===== src/rtl/bcd_display_sched.sv =====
// ---------------------------------------------------------------------------
// bcd_display_sched
//
// Shares one external combinational 10-bit binary-to-BCD converter between
// three vending-machine value sources (credit, price, change).  Requests are
// arbitrated round-robin.  Each accepted value is converted and stored in a
// per-source 4-digit BCD buffer.  One selected buffer is time-multiplexed onto
// a 4-digit seven-segment display as an anode scan plus a BCD nibble.
//
// Optional build macro: LEADING_ZERO_BLANK_EN
//   defined   : digits above the most significant nonzero digit of the
//               displayed buffer have their anode forced off (digit 0 is
//               never blanked).
//   undefined : all four digits are always driven.
//
// Parameters:
//   REFRESH_DIV : clock cycles each digit stays active (2 .. 2^20)
//   SCAN_W      : width of the refresh divider, must hold REFRESH_DIV-1
//
// Ports:
//   clk        in   1   system clock
//   reset      in   1   synchronous active-high reset
//   req_valid  in   3   update requests: bit0 credit, bit1 price, bit2 change
//   req_value  in  30   [9:0] credit, [19:10] price, [29:20] change
//   req_ready  out  3   one-hot accept strobe (combinational, IDLE only)
//   conv_bin   out 10   registered operand to the shared converter
//   conv_bcd   in  16   converter result, combinational from conv_bin
//   disp_sel   in   2   0 credit, 1 price, 2 change, 3 blank
//   an         out  4   active-low digit anodes, an[0] is the ones digit
//   seg_bcd    out  4   BCD nibble for the active digit
//   busy       out  1   high while a conversion is in flight
//
// Handshake: a transfer happens on a clock edge where req_valid[i] and
// req_ready[i] are both high.  The requester holds req_valid/req_value stable
// until it sees ready; req_value is sampled only at the transfer edge.  A
// request still valid after its accept counts as a new request.
// ---------------------------------------------------------------------------
module bcd_display_sched #(
  parameter int REFRESH_DIV = 50000,
  parameter int SCAN_W      = 20
) (
  input  logic        clk,
  input  logic        reset,
  input  logic [2:0]  req_valid,
  input  logic [29:0] req_value,
  output logic [2:0]  req_ready,
  output logic [9:0]  conv_bin,
  input  logic [15:0] conv_bcd,
  input  logic [1:0]  disp_sel,
  output logic [3:0]  an,
  output logic [3:0]  seg_bcd,
  output logic        busy
);

  typedef enum logic [1:0] {
    S_IDLE = 2'd0,
    S_CONV = 2'd1,
    S_CAPT = 2'd2
  } state_t;

  // ---------------------------------------------------------------------
  // Registers
  // ---------------------------------------------------------------------
  state_t             r_state;
  logic [1:0]         r_rr_ptr;     // highest-priority source, 0..2
  logic [1:0]         r_idx;        // source of the conversion in flight
  logic [15:0]        r_buf_credit;
  logic [15:0]        r_buf_price;
  logic [15:0]        r_buf_change;
  logic [SCAN_W-1:0]  r_div;
  logic [1:0]         r_digit;

  // ---------------------------------------------------------------------
  // Round-robin arbitration
  // ---------------------------------------------------------------------
  logic [3:0]  w_valid4;            // padded so a 2-bit index is always legal
  logic [1:0]  w_ord0;
  logic [1:0]  w_ord1;
  logic [1:0]  w_ord2;
  logic        w_any;
  logic [1:0]  w_gidx;
  logic [9:0]  w_sel_value;
  logic [1:0]  w_next_ptr;

  always_comb begin
    w_valid4 = {1'b0, req_valid};

    // Search order starts at r_rr_ptr and wraps modulo 3.
    case (r_rr_ptr)
      2'd1: begin
        w_ord0 = 2'd1;
        w_ord1 = 2'd2;
        w_ord2 = 2'd0;
      end
      2'd2: begin
        w_ord0 = 2'd2;
        w_ord1 = 2'd0;
        w_ord2 = 2'd1;
      end
      default: begin
        w_ord0 = 2'd0;
        w_ord1 = 2'd1;
        w_ord2 = 2'd2;
      end
    endcase

    w_any  = 1'b1;
    w_gidx = 2'd0;
    if (w_valid4[w_ord0]) begin
      w_gidx = w_ord0;
    end else if (w_valid4[w_ord1]) begin
      w_gidx = w_ord1;
    end else if (w_valid4[w_ord2]) begin
      w_gidx = w_ord2;
    end else begin
      w_any = 1'b0;
    end

    case (w_gidx)
      2'd1:    w_sel_value = req_value[19:10];
      2'd2:    w_sel_value = req_value[29:20];
      default: w_sel_value = req_value[9:0];
    endcase

    w_next_ptr = (w_gidx == 2'd2) ? 2'd0 : (w_gidx + 2'd1);
  end

  // Ready is offered only in IDLE and never while reset is applied, so a
  // grant is never shown for an edge on which reset wins.
  always_comb begin
    req_ready = 3'b000;
    if ((r_state == S_IDLE) && !reset && w_any) begin
      req_ready = 3'b001 << w_gidx;
    end
  end

  // ---------------------------------------------------------------------
  // Conversion FSM: IDLE -> CONV (converter settles) -> CAPT (store result)
  // ---------------------------------------------------------------------
  always_ff @(posedge clk) begin
    if (reset) begin
      r_state      <= S_IDLE;
      r_rr_ptr     <= 2'd0;
      r_idx        <= 2'd0;
      conv_bin     <= 10'd0;
      busy         <= 1'b0;
      r_buf_credit <= 16'h0000;
      r_buf_price  <= 16'h0000;
      r_buf_change <= 16'h0000;
    end else begin
      case (r_state)
        S_IDLE: begin
          // In IDLE (reset low) any set valid bit is a transfer, since
          // ready is asserted for the granted bit in the same cycle.
          if (w_any) begin
            conv_bin <= w_sel_value;
            r_idx    <= w_gidx;
            r_rr_ptr <= w_next_ptr;
            busy     <= 1'b1;
            r_state  <= S_CONV;
          end else begin
            busy <= 1'b0;
          end
        end
        S_CONV: begin
          r_state <= S_CAPT;
        end
        S_CAPT: begin
          case (r_idx)
            2'd1:    r_buf_price  <= conv_bcd;
            2'd2:    r_buf_change <= conv_bcd;
            default: r_buf_credit <= conv_bcd;
          endcase
          busy    <= 1'b0;
          r_state <= S_IDLE;
        end
        default: begin
          busy    <= 1'b0;
          r_state <= S_IDLE;
        end
      endcase
    end
  end

  // ---------------------------------------------------------------------
  // Refresh divider and digit index; keeps running regardless of disp_sel.
  // ---------------------------------------------------------------------
  localparam logic [SCAN_W-1:0] DIV_LAST = SCAN_W'(REFRESH_DIV - 1);

  always_ff @(posedge clk) begin
    if (reset) begin
      r_div   <= '0;
      r_digit <= 2'd0;
    end else if (r_div == DIV_LAST) begin
      r_div   <= '0;
      r_digit <= r_digit + 2'd1;
    end else begin
      r_div <= r_div + SCAN_W'(1);
    end
  end

  // ---------------------------------------------------------------------
  // Display path, combinational on disp_sel so a switch shows immediately.
  // ---------------------------------------------------------------------
  logic [15:0] w_disp_buf;
  logic [3:0]  w_nibble;
  logic        w_blank;

  always_comb begin
    case (disp_sel)
      2'd0:    w_disp_buf = r_buf_credit;
      2'd1:    w_disp_buf = r_buf_price;
      2'd2:    w_disp_buf = r_buf_change;
      default: w_disp_buf = 16'h0000;
    endcase

    case (r_digit)
      2'd1:    w_nibble = w_disp_buf[7:4];
      2'd2:    w_nibble = w_disp_buf[11:8];
      2'd3:    w_nibble = w_disp_buf[15:12];
      default: w_nibble = w_disp_buf[3:0];
    endcase
  end

`ifdef LEADING_ZERO_BLANK_EN
  // Index of the most significant nonzero digit; 0 when the value is 0 so
  // that digit 0 always remains lit.
  logic [1:0] w_msd;

  always_comb begin
    if (w_disp_buf[15:12] != 4'd0) begin
      w_msd = 2'd3;
    end else if (w_disp_buf[11:8] != 4'd0) begin
      w_msd = 2'd2;
    end else if (w_disp_buf[7:4] != 4'd0) begin
      w_msd = 2'd1;
    end else begin
      w_msd = 2'd0;
    end
    w_blank = (r_digit > w_msd);
  end
`else
  always_comb begin
    w_blank = 1'b0;
  end
`endif

  always_comb begin
    if ((disp_sel == 2'd3) || w_blank) begin
      an = 4'b1111;
    end else begin
      an = ~(4'b0001 << r_digit);
    end
    seg_bcd = (disp_sel == 2'd3) ? 4'd0 : w_nibble;
  end

endmodule


===== config.mk =====
export PLATFORM = sky130hd
export DESIGN_NAME = bcd_display_sched
export DESIGN_NICKNAME = d
export VERILOG_FILES = /design/src/rtl/bcd_display_sched.sv
export SDC_FILE = /design/constraint.sdc
export NUM_CORES = 1
export LEC_CHECK = 0
export ABC_AREA = 1
export CAP_MARGIN = 20
export CORE_AREA = 3 3 100 102
export CTS_CLUSTER_SIZE = 12
export DETAILED_ROUTE_END_ITERATION = 10
export DIE_AREA = 0 0 103 105
export PLACE_DENSITY_LB_ADDON = 0.15
export SLEW_MARGIN = 10
export SYNTH_ARGS = -nofsm -noshare
export SYNTH_HDL_FRONTEND = slang
export SYNTH_SLANG_ARGS = --single-unit

===== constraint.sdc =====
create_clock -name clk -period 2.37 [get_ports clk]
set_input_delay 0.237 -clock clk [delete_from_list [all_inputs] [get_ports clk]]
set_output_delay 0.237 -clock clk [all_outputs]
set_load 0.01 [all_outputs]

==> results by group, run 1 <==
Global routing
  • Vias in the first global route: 4,018
  • Grt met3 use: 0.0354
  • First-pass GRT wire length: 17,800 um
  • Met1 usage: 0.272
  • GR Util All Layers: 0.200
  • Final global-route overflow total: 0
  • Largest net degree at the start of global routing: 51
  • Initial antenna violation count: 0
  • Met2 Track Usage GR: 0.321
  • GR peak layer: met2

Synthesis
  • Largest family of logic cells by synthesized area: simple AND/OR/NAND/NOR gates
  • Post-Synth Simple-Gate Area: 0.255
  • Compound-cell area share of the yosys netlist: 0.190
  • Synth top area cells: dfxtp_1 (40%), nand2_1 (11%), inv_1 (8.1%)
  • Sequential-to-total area share from yosys stat: 0.396
  • Synth area leader: dfxtp_1
  • Post-synthesis adder-cell area fraction: 0.0426
  • XOR/XNOR share of the synthesized area: 0.00597
  • FF+latch count, synth: 87
  • Yosys warns: 0
  • Top-area cell type share of the netlist area: 0.396
  • Mapped Cells: 642
  • Synth unique cells: 30
  • Avg Cell Area, Syn: 6.86 um2
  • Mapped Area: 0.00440 mm2
  • Post-synthesis mux area share: 0
  • Post-Syn Nets: 710

Timing
  • Final Skew: ~8.4 ps
  • Min Clock Period, post-route: 2270 ps
  • RSZ-0062 raised after global routing: no
  • Hold Fails Final Rpt: 0
  • Fin crit share: 0.956
  • Max Freq: approximately 440 MHz
  • Slew margin rel.: 0.733
  • Slew @ Worst Pin: between 400 and 500 ps
  • Final setup vio count: 0
  • WHS: 450 ps
  • Max-slew violations: 0
  • Setup ws final: 104 ps

Status
  • Status: complete, no violations

Worst hold path
  • HP Class: reg -> reg

Detailed routing
  • Post-route DRC: 0
  • Wire per inst: about 13 um
  • Routed Antenna Nets: 0
  • DR vias/cell: 5.13
  • First DRT Iteration DRCs: 190
  • Via count: ~4,300
  • TritonRoute pass-1 iters: 5
  • Routed WL: 10,600 um

Floorplan
  • Placement Rows: 35
  • Initial Util: 0.479
  • Total Die Area: 0.0108 mm2
  • Io pins: 75
  • Chip width: ~100 um
  • Die H: 105 um
  • Core Box Area: ~0.009 mm2

Power and ir drop
  • Pwr dens: 806 mW/mm2
  • Leakage: 2.15 nW
  • Peak VDD IR: between 0.7 and 0.8 mV

Clocking
  • CTS tree: yes
  • CTS Buf Count: 9
  • Hold-fix buffers at CTS: 0
  • Max Root-Sink Buffers: 2
  • Worst-path clk slew: 90 ps
  • Later-pin clock latency in the skew report: 350 ps
  • H-tree levels: 3
  • Root Driver: clkbuf_8
  • Sink Count: 87

Setup path
  • CP Capture Type: output port
  • Setup crit start kind: register
  • Crit-path slowest cell: clkdlybuf4s50_1
  • Crit path max-delay family: buffers and inverters
  • Worst path cell trace: ha_2 > o21ai_0 > nand3_1 > nor2_1 > nor2_1 > clkdlybuf4s50_1
  • Crit path max fanout: 5
  • Most common cell on crit path: nor2_1
  • Critical Path AT: 2030 ps
  • Critical path required time: 2130 ps
  • Kind of critical path: reg -> out
  • Worst path bufs/invs: 1
  • Slowest stage delay, CP: 550 ps

Final layout
  • Most common cell after layout, fill and taps aside: nand2_1
  • Layout cells sized above 1: 0.110
  • Final Core Density: 0.610
  • Number of fill cells: 863
  • Area of the multi-input gates: 0.00224 mm2
  • # diodes: 0
  • Commonest non-fill, non-tap cells in the layout: nand2_1 (124), inv_1 (87), dfxtp_1 (85)
  • Final net count: 797
  • Design area: 0.00561 mm2
  • Final Non-Filler Cells: 845
  • Sequential cell area: 0.00174 mm2
  • Area Growth Syn to Fin: 27.5%

Placement
  • Port Buffer Count: 74
  • DP Cell Count: 826
  • Area after DPL: 0.00536 mm2
  • GPL Wtd Cong: 0.876
  • Pre-CTS setup slack: -155 ps
  • DP HPWL: between 7000 and 8000 um

Flow run
  • Max cap viols: 0
-- repair_timing --
action | 4_1_cts | 5_1_grt
pin swaps | 3 | 3
buffers inserted | 1 | 2
hold endpoints to repair | 0 | 0
gates cloned | 0 | 0
resized for setup | 20 | 19
setup endpoints to repair | 7 | 15
-- cells in the mapped netlist --
| master | instances |
|---|---|
| a31oi_1 | 10 |
| clkbuf_1 | 18 |
| o31ai_1 | 1 |
| nor3b_1 | 1 |
| o21bai_4 | 1 |
| o21ai_0 | 67 |
| inv_2 | 2 |
| a221oi_1 | 4 |
| nor3_1 | 8 |
| inv_1 | 95 |
| nor3_2 | 2 |
| nor2_4 | 3 |
| o211ai_2 | 1 |
| nand2_1 | 126 |
| buf_6 | 3 |
| nand3_1 | 39 |
| nand2_2 | 2 |
| buf_2 | 4 |
| nor2_1 | 64 |
| dfxtp_1 | 87 |
| buf_1 | 1 |
| nand4_1 | 10 |
| or2_2 | 2 |
| xor2_1 | 3 |
| o211ai_1 | 5 |
| o21ai_1 | 2 |
| nand3_2 | 2 |
| a21oi_1 | 63 |
| nor4_1 | 1 |
| ha_1 | 15 |
-- cells by family after synthesis --
kind of cell / after synthesis
flip-flops: 87
adder cells (fa/ha/maj): 15
AND/OR/NAND/NOR: 260
AO/OA/AOI/OAI: 154
XOR/XNOR: 3
buffers and inverters: 123
-- worst paths after layout --
kind,start,to,slack [ps],cells past startpoint
setup / recovery,r_digit[0],seg_bcd[1],100,6
hold / removal,r_buf_change[7],r_buf_change[7],450,2
setup reg to reg,r_rr_ptr[1],conv_bin[9],220,15
hold reg to reg,r_buf_change[7],r_buf_change[7],450,2
-- worst register-to-register path, delay by kind of cell, from the launching register on --
kind	cells	cell delay, ps
fa+ha+maj	2	500
buf+inv	5	490
simple gates	7	490
flops	1	380
compound gates	1	220
-- metal layers --
| layer | vias up | share of wire | routed length [um] |
|---|---|---|---|
| met5 | - | 0 | 0 |
| met4 | 0 | 0.015 | 163 |
| met3 | 15 | 0.072 | 758 |
| met2 | 144 | 0.46 | 4880 |
| met1 | 1916 | 0.45 | 4790 |
| li1 | 2256 | - | - |
-- through the flow --
step                      total power, W  setup TNS (ps)
after floorplan                  0.00293               0
after global placement           0.00352            -429
after detailed placement         0.00356            -656
after CTS                        0.00455           -18.3
after global routing             0.00486               0
final                            0.00452               0
-- state kept, by name, summed over array words and instances (netlist names) --
signal        flops
r_digit           2
r_buf_change     16
r_rr_ptr          2
r_div            20
busy              1
r_buf_credit     16
r_idx             2
r_state           2
conv_bin         10
r_buf_price      16
-- layout make-up --
type	instances	area share
clock inverters	5	0.00602
flip-flops and latches	87	0.311
repair buffers	102	0.168
well taps	111	0.0247
multi-input cells	432	0.400
clock buffers	11	0.0252
inverters	97	0.0649
-- report_power, final --
| group | switching, W | internal (W) | leakage (nW) |
|---|---|---|---|
| Sequential | 0.000109 | 0.00166 | 0.707 |
| Combinational | 0.000998 | 0.000823 | 1.36 |
| Clock | 0.000524 | 0.000408 | 0.0853 |
| Total | 0.00163 | 0.00289 | 2.15 |
Power figures use the tool's default switching activity.
==> run 2, diff against run 1 <==
- CAP_MARGIN: 20 -> 0
- HOLD_SLACK_MARGIN: unset -> 0.12
==> results of run 2 <==
Final layout, timing and power as in run 1 (identical DEF).
==> run 3, diff against run 2 <==
- CORE_AREA: 3 3 100 102 -> 3 3 96 98
- DIE_AREA: 0 0 103 105 -> 0 0 99 101
- clock period: 2.37 -> 2.3 ns (I/O delays scaled with it)
==> results by group, run 3 (same netlist as run 1, synthesis figures left out) <==
Setup path
  • R2R depth: 14 (was 15)
  • Critical path required time: 2070 ps (was 2130 ps)
  • Kind of critical path: reg -> out (unchanged)
  • CP Capture Type: output port (unchanged)
  • Setup crit start kind: register (unchanged)
  • Critical Path AT: 2000 ps (was 2030 ps)
  • Crit path max fanout: 4 (was 5)

Final layout
  • Area Growth Syn to Fin: 30.2% (was 27.5%)
  • Final Non-Filler Cells: 846 (was 845)
  • Most flops, register: r_div (unchanged)
  • Sequential cell area: 0.00175 mm2 (was 0.00174 mm2)
  • Layout cells sized above 1: 0.127 (was 0.110)
  • Max reg flops: 20 (unchanged)
  • Area of the multi-input gates: 0.00232 mm2 (was 0.00224 mm2)
  • Most common cell after layout, fill and taps aside: nand2_1 (unchanged)
  • # diodes: 0 (unchanged)
  • Commonest non-fill, non-tap cells in the layout: nand2_1 (120), inv_1 (86), dfxtp_1 (85) (was nand2_1 (124), inv_1 (87), dfxtp_1 (85))
  • Number of fill cells: 735 (was 863)
  • Final net count: 801 (was 797)

Detailed routing
  • Post-route DRC: 0 (unchanged)
  • Via count: 4,331 (unchanged)
  • First DRT Iteration DRCs: 191 (was 190)
  • Routed Antenna Nets: 0 (unchanged)
  • Routed WL: 10,700 um (was 10,600 um)
  • DR vias/cell: 5.12 (was 5.13)
  • TritonRoute pass-1 iters: 5 (unchanged)
  • Wire per inst: 12.7 um (was 12.5 um)

Placement
  • Port Buffer Count: 74 (unchanged)
  • Pre-CTS setup slack: -195 ps (was -155 ps)
  • DP Cell Count: 827 (was 826)
  • GPL Wtd Cong: 0.824 (was 0.876)
  • DP HPWL: 7830 um (was 7800 um)

Global routing
  • First-pass GRT wire length: 17,900 um (was 17,800 um)
  • Largest net degree at the start of global routing: 51 (unchanged)
  • Final global-route overflow total: 0 (unchanged)
  • Initial antenna violation count: 0 (unchanged)
  • Vias in the first global route: 4,154 (was 4,018)
  • GR Util All Layers: 0.216 (was 0.200)

Power and ir drop
  • Leakage: 2.18 nW (was 2.15 nW)
  • Pwr dens: 853 mW/mm2 (was 806 mW/mm2)
  • Peak VDD IR: 0.480 mV (was 0.708 mV)
  • Total power: 0.00489 W (was 0.00452 W)

Floorplan
  • Core Box Area: 0.00855 mm2 (was 0.00920 mm2)
  • Placement Rows: 34 (was 35)
  • Die H: 101 um (was 105 um)
  • Total Die Area: 0.0100 mm2 (was 0.0108 mm2)
  • Io pins: 75 (unchanged)
  • Chip width: 99 um (was 103 um)
  • Initial Util: 0.515 (was 0.479)

Worst hold path
  • Worst hold stages: 2 (unchanged)
  • HP Class: reg -> reg (unchanged)

Timing
  • Min Clock Period, post-route: 2230 ps
  • Fin crit share: 0.968
  • Slew @ Worst Pin: 386 ps (was 401 ps)
  • Final Skew: 8.62 ps (was 8.42 ps)
  • RSZ-0062 raised after global routing: yes (was no)
  • Max Freq: around 450 MHz
  • Setup ws final: 72.8 ps (was 104 ps)
  • Max-slew violations: 0 (unchanged)
  • Setup TNS: 0 ps (unchanged)
  • Hold Fails Final Rpt: 0 (unchanged)
  • Slew margin rel.: 0.743 (was 0.733)
  • Final setup vio count: 0 (unchanged)

Clocking
  • CTS tree: yes (unchanged)
  • Worst-path clk slew: 80 ps (was 90 ps)
  • Max Root-Sink Buffers: 2 (unchanged)
  • H-tree levels: 3 (unchanged)
  • Sink Count: 87 (unchanged)
  • Hold-fix buffers at CTS: 0 (unchanged)
  • Later-pin clock latency in the skew report: 340 ps (was 350 ps)
  • Root Driver: clkbuf_8 (unchanged)
  • CTS Buf Count: 9 (unchanged)

Status
  • Status: complete, no violations (unchanged)

Flow run
  • Max cap viols: 0 (unchanged)
## run 3: cell count changes in the layout (fill, tap and decap cells not counted), sizes merged
cell / before / now
clkinv: 3 / 0
clkbuf: 13 / 14
clkdlybuf4s15: 0 / 1
buf: 30 / 35
## run 3: worst paths after layout
kind                    startpoint          endpoint  slack [ps]
hold reg to reg   r_buf_change[10]  r_buf_change[10]         450
setup reg to reg       r_rr_ptr[0]       conv_bin[9]         250
setup / recovery       r_rr_ptr[0]      req_ready[2]          70
hold / removal    r_buf_change[10]  r_buf_change[10]         450
## run 3: worst max-delay path, cell delays in order (launching register included)
cell     delay, ps
dfxtp_4        370
inv_2           50
ha_4           290
inv_4           50
nand2_2         60
nand3_2         90
nand3_2         70
nand2_2         50
nand2_2         70
nand2_4         90
inv_6           90
ha_4           140
inv_2           30
nor2_1          80
buf_2          140
## run 3: metrics by stage
| step | hold slack, ps | utilization | cell area (um2) |
|---|---|---|---|
| final | 453 | 0.671 | 5730 |
| after global routing | 471 | 0.671 | 5730 |
| after CTS | 452 | 0.653 | 5580 |
| after detailed placement | 440 | 0.630 | 5380 |
| after global placement | 433 | 0.630 | 5380 |
| after floorplan | 319 | - | 4400 |
## run 3: repair_timing
| action | in CTS | in global routing |
|---|---|---|
| endpoints found under the setup margin | 14 | 9 |
| buffers inserted | 1 | 2 |
| gates resized for setup | 28 | 33 |
| pin swaps | 2 | 6 |
## run 3: per-layer routing
metal  routed length (um)  vias up  GRT usage
met4                  211        0     0.0819
met2                 5320      105      0.383
met3                  545       20     0.0422
met1                 4650     1942      0.258
li1                     -     2264          -
met5                    0        -          0
## run 3: report_power, final
group | switching, W | internal, W
combinational | 0.00113 | 0.000988
sequential | 0.000110 | 0.00171
clock | 0.000497 | 0.000454
total | 0.00174 | 0.00316
## run 3: area by class of cell
class                           instances  share of cell area
Inverter                               97              0.0652
Clock buffer                           14              0.0284
Tap cell                              108              0.0236
Multi-Input combinational cell        432               0.404
Clock inverter                          2             0.00262
Sequential cell                        87               0.305
Timing Repair Buffer                  106               0.171
